## config.mk

```make
export PLATFORM = sky130hd
export DESIGN_NAME = exec_ctrl
export DESIGN_NICKNAME = d
export VERILOG_FILES = /design/src/rtl/exec_ctrl.sv
export SDC_FILE = /design/constraint.sdc
export NUM_CORES = 1
export LEC_CHECK = 0
export BUFFER_PORTS_ARGS = -buffer_cell sky130_fd_sc_hd__buf_2
export CAP_MARGIN = 20
export CORE_MARGIN = 1
export CORE_UTILIZATION = 47
export CTS_CLUSTER_SIZE = 28
export DETAILED_ROUTE_END_ITERATION = 7
export GPL_TIMING_DRIVEN = 0
export PLACE_DENSITY = 0.81
export SKIP_LAST_GASP = 1
export SLEW_MARGIN = 20
export SYNTH_ARGS = -nofsm -noshare
export SYNTH_HDL_FRONTEND = slang
export SYNTH_SLANG_ARGS = --single-unit
```

## constraint.sdc

```tcl
create_clock -name clk -period 5.9 [get_ports clk]
set_clock_uncertainty 0.15 [all_clocks]
set_input_delay 0.59 -clock clk [delete_from_list [all_inputs] [get_ports clk]]
set_output_delay 0.59 -clock clk [all_outputs]
set_load 0.1 [all_outputs]
```

## src/rtl/exec_ctrl.sv

```systemverilog
// Run controller for the single-cycle core: decides each cycle whether the
// datapath may commit PC/Regs/CC/Mem, and supports run, pause, single-step,
// a hardware breakpoint and a terminal fault stop.
module exec_ctrl #(
    parameter int CNT_W = 32
) (
    input  logic             clk,
    input  logic             rst,
    input  logic [2:0]       stat,
    input  logic [63:0]      PCaddress,
    input  logic             run_req,
    input  logic             step_req,
    input  logic             halt_req,
    input  logic             bp_en,
    input  logic [63:0]      bp_addr,
    output logic             cpu_en,
    output logic [1:0]       state,
    output logic [2:0]       halt_cause,
    output logic [CNT_W-1:0] cycle_cnt,
    output logic [CNT_W-1:0] instr_cnt
);

    typedef enum logic [1:0] {
        IDLE  = 2'd0,
        RUN   = 2'd1,
        STEP  = 2'd2,
        FAULT = 2'd3
    } state_t;

    localparam logic [2:0] STAT_AOK = 3'd1;

    state_t     state_q, state_d;
    logic [2:0] cause_q, cause_d;
    logic       resume_q, resume_d;
    logic       cpu_en_c;
    logic       fault;
    logic       bp_hit;
    logic [2:0] fault_cause;

    assign fault  = (stat != STAT_AOK);
    // resume masks the breakpoint so a run restarted on bp_addr executes it
    assign bp_hit = bp_en && (PCaddress == bp_addr) && !resume_q;

    // Map the non-AOK status code onto its stop reason
    always_comb begin
        case (stat)
            3'd2:    fault_cause = 3'd4;
            3'd3:    fault_cause = 3'd5;
            3'd4:    fault_cause = 3'd6;
            default: fault_cause = 3'd7;
        endcase
    end

    // Next-state, stop cause, resume flag and commit enable
    always_comb begin
        state_d  = state_q;
        cause_d  = cause_q;
        resume_d = resume_q;
        cpu_en_c = 1'b0;
        case (state_q)
            IDLE: begin
                if (run_req) begin
                    state_d  = RUN;
                    cause_d  = 3'd0;
                    resume_d = 1'b1;
                end else if (step_req) begin
                    state_d = STEP;
                    cause_d = 3'd0;
                end
            end
            RUN: begin
                // any exit from RUN or any commit in RUN drops the resume mask
                resume_d = 1'b0;
                if (fault) begin
                    state_d = FAULT;
                    cause_d = fault_cause;
                end else if (halt_req) begin
                    state_d = IDLE;
                    cause_d = 3'd1;
                end else if (bp_hit) begin
                    state_d = IDLE;
                    cause_d = 3'd2;
                end else begin
                    cpu_en_c = 1'b1;
                end
            end
            STEP: begin
                if (fault) begin
                    state_d = FAULT;
                    cause_d = fault_cause;
                end else begin
                    cpu_en_c = 1'b1;
                    state_d  = IDLE;
                    cause_d  = 3'd3;
                end
            end
            default: ;  // FAULT is terminal until reset
        endcase
    end

    // Control state registers
    always_ff @(posedge clk) begin
        if (rst) begin
            state_q  <= IDLE;
            cause_q  <= 3'd0;
            resume_q <= 1'b0;
        end else begin
            state_q  <= state_d;
            cause_q  <= cause_d;
            resume_q <= resume_d;
        end
    end

    // Activity counters; both wrap naturally at 2^CNT_W
    always_ff @(posedge clk) begin
        if (rst) begin
            cycle_cnt <= '0;
            instr_cnt <= '0;
        end else begin
            if (state_q == RUN || state_q == STEP) cycle_cnt <= cycle_cnt + 1'b1;
            if (cpu_en_c) instr_cnt <= instr_cnt + 1'b1;
        end
    end

    assign cpu_en     = cpu_en_c;
    assign state      = state_q;
    assign halt_cause = cause_q;

endmodule

```

==> results of run 1 <==
==> worst paths after layout <==
| kind | endpoint | depth (start not counted) |
|---|---|---|
| worst min register to register | instr_cnt[31] | 2 |
| worst max register to register | instr_cnt[19] | 9 |
| worst min-delay path | instr_cnt[31] | 2 |
| worst max-delay path | cpu_en | 9 |
==> cells in the final DEF, fill, tap and decap left out, drive strengths merged, types with 9 or more instances in the layout <==
| cell | netlist | final |
|---|---|---|
| a21oi | 39 | 39 |
| and2b | 16 | 16 |
| buf | 6 | 211 |
| clkbuf | 10 | 20 |
| dfxtp | 70 | 70 |
| inv | 16 | 16 |
| nand2 | 28 | 28 |
| nand3 | 24 | 24 |
| nand4 | 24 | 24 |
| nor2 | 44 | 44 |
| nor2b | 23 | 23 |
| nor3 | 14 | 14 |
| nor4 | 39 | 39 |
| o21ai | 28 | 28 |
| or3 | 22 | 22 |
| xnor2 | 9 | 9 |
| xor2 | 64 | 64 |
==> flip-flops by register name, indices dropped and copies added, names as in the netlist <==
signal	cells
cycle_cnt	32
instr_cnt	32
resume_q	1
state	2
halt_cause	3
==> final cells by class <==
| class | count | share of cell area [%] |
|---|---|---|
| clock inverter | 6 | 2.276 |
| tap | 108 | 2.319 |
| multi-input combinational | 442 | 48.58 |
| inverter | 16 | 1.030 |
| sequential | 70 | 24.04 |
| antenna | 5 | 0.2147 |
| buffer | 17 | 1.567 |
| timing repair buffer | 205 | 17.60 |
| clock buffer | 10 | 2.362 |
==> per-stage QoR <==
| stage | instance area, um2 | util, % | total power (uW) |
|---|---|---|---|
| 2_1_floorplan | 4384 | - | 742.4 |
| 3_3_place_gp | 5545 | 62.37 | 837.1 |
| 3_5_place_dp | 5545 | 62.37 | 845.5 |
| 4_1_cts | 5816 | 65.41 | 1356 |
| 5_1_grt | 5828 | 65.55 | 1405 |
| 6_report | 5828 | 65.55 | 1348 |
==> worst max-delay path, delay by kind of cell <==
family | cells | cell delay, ns
simple gates | 4 | 1.55
buf+inv | 4 | 0.80
compound gates | 1 | 0.34
==> report_power, final <==
group | total, uW | internal (uW) | switching [uW]
clock network | 512 | 334 | 177
registers | 503 | 487 | 15.9
logic | 334 | 112 | 221
==> per-layer routing <==
layer | vias up | wire length [um] | global-route usage, %
met1 | 2282 | 5388 | 29.26
li1 | 2405 | - | -
met2 | 192 | 6832 | 50.27
met3 | 46 | 756 | 5.248
met4 | 0 | 606 | 15.15
met5 | - | 0 | 0
==> cells by family (layout without fill, tap and decap cells) <==
| group | Yosys count | in the layout | share of synthesized area, % |
|---|---|---|---|
| DFF | 70 | 70 | 31.96 |
| buffers and inverters | 33 | 254 | 3.453 |
| and+or+nand+nor | 272 | 272 | 35.90 |
| xor gates and xnor gates | 73 | 73 | 14.58 |
| other | 0 | 5 | 0 |
| AOI/OAI and AO/OA | 88 | 88 | 11.67 |
| muxes | 3 | 3 | 0.7135 |
| adders and majority gates | 6 | 6 | 1.712 |
==> impl_metrics.toml, run 1 <==
[status]
status = "complete, no violations"

[worst_setup_path]
regToRegSetupSlack_ns = 2.71
max_stage_delay_ns = 0.86
crit_type = "in -> out"
crit_chain = "buf_2, and2b_1, nor4_1, nand4_1, nor4_1, a21o_1, buf_2, inv_1, buf_2"
cp.required_ns = 5.16
r2r_start = "resume_q"
worstPathArrival_ns = 3.29
worst_setup_path_end_kind = "primary output"
crit_slowest_cell = "nor4_1"
cp-start-kind = "input port"
crit_start = "PCaddress[17]"
cp_common_cell = "buf_2"
critPathMaxFanout = 10

[clock_tree]
path_clk_slew_ns = 0.07
cts_made_buffers = 9
clk_latency_ns = 0.33
max-clock-path-buffers = 2
cts_hold_buf = 0
cts_tree = "yes"
ctsHtreeMaxLevel = 3
postCtsSetupBuffers = 0
cts-resized-gates = 0
root_buffer = "clkbuf_8"
numClockSinks = 70

[yosys]
syn_avg_cell_area_um2 = 8.044
syn_inst = 545
syn_nets = 688
ys_async_sr_fraction_pct = 0
yosysTopAreaCellShare_pct = 31.96
synth_flop_cell = "dfxtp_1"
synth_edf_count = 0
yosysSeqAreaShare_pct = 31.96
ys.warnings.count = 0
synthTopCellsByCount = "dfxtp_1 (70), xor2_1 (64), nor2_1 (44), a21oi_1 (39), nor4_1 (35)"
netlist.top_cell.by_area = "dfxtp_1"
synthTopCellsByArea = "dfxtp_1 (32%), xor2_1 (13%), nor4_1 (5.0%), a21oi_1 (4.5%), nor2_1 (3.8%)"
synth_most_common_cell = "dfxtp_1"
ys_ff_latch = 70
netlist_area_um2 = 4384
yosysUniqueCellTypes = 52

[floorplanning]
core_um2 = 8891
start_util_pct = 49.31
die_x_um = 98.58
rows = 34
io_pins = 207
die_h_um = 98.58
die_area_um2 = 9718

[layout]
stdcell_count = 879
layout.area.seq_um2 = 1401
fin_nets = 904
areaGrowthSynthToFinish_pct = 32.93
nFillCells = 771
multiInputGateArea_um2 = 2831
drive_above_1_share_pct = 31.98

[drt]
num_vias = 4925
wl_per_cell_um = 15.45
wirelength_mm = 13.58
viasPerCell = 5.603
drtAntennaViolNets = 0
drt_iter0_drc = 204
first_pass_iters = 5
drc_errors = 0

[sta]
fin_ws_ns = 1.872
layout_min_cycle_time_ns = 4.028
drv_slew = 0
hold_viol_final = 0
fmax_ghz = 0.2483
timing.final.crit_share_pct = 68.27
slew_headroom_pct = 30.16
tightestPinTransition_ns = 1.046
holdWs_ns = 0.3355
rsz0062_at_grt = "no"
setup_violations = 0
fin_tns_setup_ns = 0

[power]
ir_drop_uv = 258.1
p_leak_uw = 0.002529
power.density_nw_per_um2 = 231.4

[min_path]
min_path_type = "reg -> reg"
hold_start = "instr_cnt[31]"

[global_routing]
grt_pass1_wl_mm = 21.28
grt_remaining_overflow = 0
grt_use_total_pct = 27.28
antenna_found_initial = 5
grt_pass1_vias = 4736
grt_max_degree = 13

[run]
cap_violations = 0

[placement]
port_buffers = 205
pre_cts_ws_ns = 1.962
place.gp.congestion = 0.9310
dp_hpwl_mm = 10.77
dp.cells = 858
Note: power is estimated with default switching activity, not from simulation.
==> run 2: changes to the inputs <==
Settings changed: ABC_AREA set to 1, PLACE_DENSITY 0.81 to 0.77.
Clock period 5.9 ns to 3.9 ns, I/O delays scaled along.
==> run 2 against run 1 <==
  * Global-route usage is 1.1 points lower
  * Setup slack worse by 0.54 ns
  * Register-to-register slack worse by 1.2 ns
  * Critical path depth stayed put
  * Die area is 21% higher
  * Combinational power is 140% higher
  * Highest routed layer unchanged
  * Largest cell class unchanged
  * Critical endpoint unchanged
==> impl_metrics.toml, run 2 <==
[global_routing]
grt_remaining_overflow = 0
grt_max_degree = 13
grt_pass1_vias = 5212
grt_pass1_wl_mm = 24.27
grt_use_total_pct = 26.21
antenna_found_initial = 0

[worst_setup_path]
crit_chain = "inv_1, ha_1, inv_1, nor2_2, nand2_4, nand2_4, nand2_8, inv_1, buf_2"
crit_slowest_cell = "buf_2"
crit_start = "state[1]"
cp_common_cell = "inv_1"
cp.required_ns = 3.36
worstPathArrival_ns = 2.03
r2r_start = "state[0]"
worst_setup_path_end_kind = "primary output"
crit_type = "reg -> out"
max_stage_delay_ns = 0.44
critPathMaxFanout = 6
cp-start-kind = "flop"

[clock_tree]
cts_made_buffers = 9
numClockSinks = 70
path_clk_slew_ns = 0.06
cts_tree = "yes"
max-clock-path-buffers = 2
postCtsSetupBuffers = 0
cts_hold_buf = 0
root_buffer = "clkbuf_16"
cts-resized-gates = 0
clk_latency_ns = 0.33
ctsHtreeMaxLevel = 3

[yosys]
ys.warnings.count = 0
synth_edf_count = 0
yosysUniqueCellTypes = 41
synthTopCellsByArea = "dfxtp_1 (26%), nand2_1 (15%), inv_1 (8.5%), nor2_1 (7.7%), xnor2_1 (5.8%)"
yosysTopAreaCellShare_pct = 26.36
synth_most_common_cell = "nand2_1"
syn_avg_cell_area_um2 = 6.367
netlist_area_um2 = 5316
synth_flop_cell = "dfxtp_1"
ys_ff_latch = 70
synthTopCellsByCount = "nand2_1 (208), inv_1 (120), nor2_1 (109), dfxtp_1 (70), nand3_1 (53)"
netlist.top_cell.by_area = "dfxtp_1"
syn_nets = 978
ys_async_sr_fraction_pct = 0
syn_inst = 835
yosysSeqAreaShare_pct = 26.36

[drt]
viasPerCell = 4.923
drtAntennaViolNets = 0
drc_errors = 0
num_vias = 5893
wl_per_cell_um = 12.72
first_pass_iters = 6
drt_iter0_drc = 313
wirelength_mm = 15.22

[power]
power.density_nw_per_um2 = 359.1
p_leak_uw = 0.003344
total_power_uw = 2458
ir_drop_uv = 274.1

[sta]
fmax_ghz = 0.3897
tightestPinTransition_ns = 0.7551
timing.final.crit_share_pct = 65.80
fin_tns_setup_ns = 0
layout_min_cycle_time_ns = 2.566
drv_slew = 0
holdWs_ns = 0.1959
hold_viol_final = 0
rsz0062_at_grt = "no"
setup_violations = 0
slew_headroom_pct = 49.66

[floorplanning]
start_util_pct = 48.62
io_pins = 207
die_x_um = 108.4
rows = 38
core_um2 = 10940
die_h_um = 108.4
die_area_um2 = 11740

[layout]
nFillCells = 1110
num_antenna_cells = 0
final_common_cell = "buf_2"
fin_nets = 1195
multiInputGateArea_um2 = 3324
layout_common_cells = "buf_2 (210), nand2_1 (208), inv_1 (120)"
layout.area.seq_um2 = 1401
areaGrowthSynthToFinish_pct = 28.76
fin_util_pct = 62.60
drive_above_1_share_pct = 29.99

[min_path]
min_path_type = "in -> reg"
hold_start = "run_req"

[status]
status = "complete, no violations"

[placement]
port_buffers = 206
place.gp.congestion = 0.9658
dp_hpwl_mm = 12.42

[run]
cap_violations = 0
## run 2: cell count changes in the layout (fill, tap and decap cells not counted), sizes merged, moves of 10 or more
cell,delta
o21ai,-10
nand2,+215
nor4,-32
a21oi,+14
or3,-22
nor2,+73
inv,+108
nand3,+32
xnor2,+26
xor2,-41
nor3,+11
and2b,-16
nor2b,-23
## run 2: layout make-up
cell class	count	area share (%)
buffer	18	1.828
inverter	124	6.799
clock buffer	10	3.491
clock inverter	6	1.225
tap	140	2.559
sequential	70	20.47
timing repair buffer	206	15.06
multi-input combinational	623	48.57
## run 2: metrics by stage
stage               instances  setup slack (ns)  cell area [um2]
floorplan                 835            0.9257             5316
global placement         1181             1.416             6523
detailed placement       1181             1.401             6523
CTS                      1197             1.311             6845
global route             1197             1.189             6845
finish                   1197             1.334             6845
## run 2: power breakdown
group          internal (uW)  leakage, uW  total (uW)  switching (uW)
Combinational            220      0.00262         797             576
Sequential               747     0.000565         778            31.5
Clock                    576     0.000163         883             308
## run 2: kinds of logic after synthesis
logic type               Yosys count  share of synthesized area [%]
AO/OA/AOI/OAI                     79                          9.932
XOR/XNOR                          58                          9.555
adder cells (fa/ha/maj)            6                          1.412
buffers and inverters            142                          11.11
flip-flops                        70                          26.36
AND/OR/NAND/NOR                  480                          41.63
## run 2: final timing paths
kind	to	slack, ns	depth (start not counted)
worst max-delay path	cpu_en	1.33	9
worst min-delay path	state[0]	0.20	3
worst max register to register	cycle_cnt[20]	1.50	12
worst min register to register	cycle_cnt[31]	0.31	2
## run 2: critical path: cells and delay by family, from the launching register on
family | cells | cell delay [ns]
AND/OR/NAND/NOR | 4 | 0.45
buffers and inverters | 4 | 0.73
flip-flops | 1 | 0.34
adder cells (fa/ha/maj) | 1 | 0.19
## run 2: per-layer routing
| metal | global-route usage (%) | part of all wire [%] | up-vias |
|---|---|---|---|
| met5 | 0 | 0 | - |
| met4 | 6.757 | 2.1 | 0 |
| met3 | 6.028 | 6.6 | 30 |
| met2 | 44.68 | 47 | 177 |
| met1 | 33.19 | 45 | 2607 |
| li1 | - | - | 3079 |
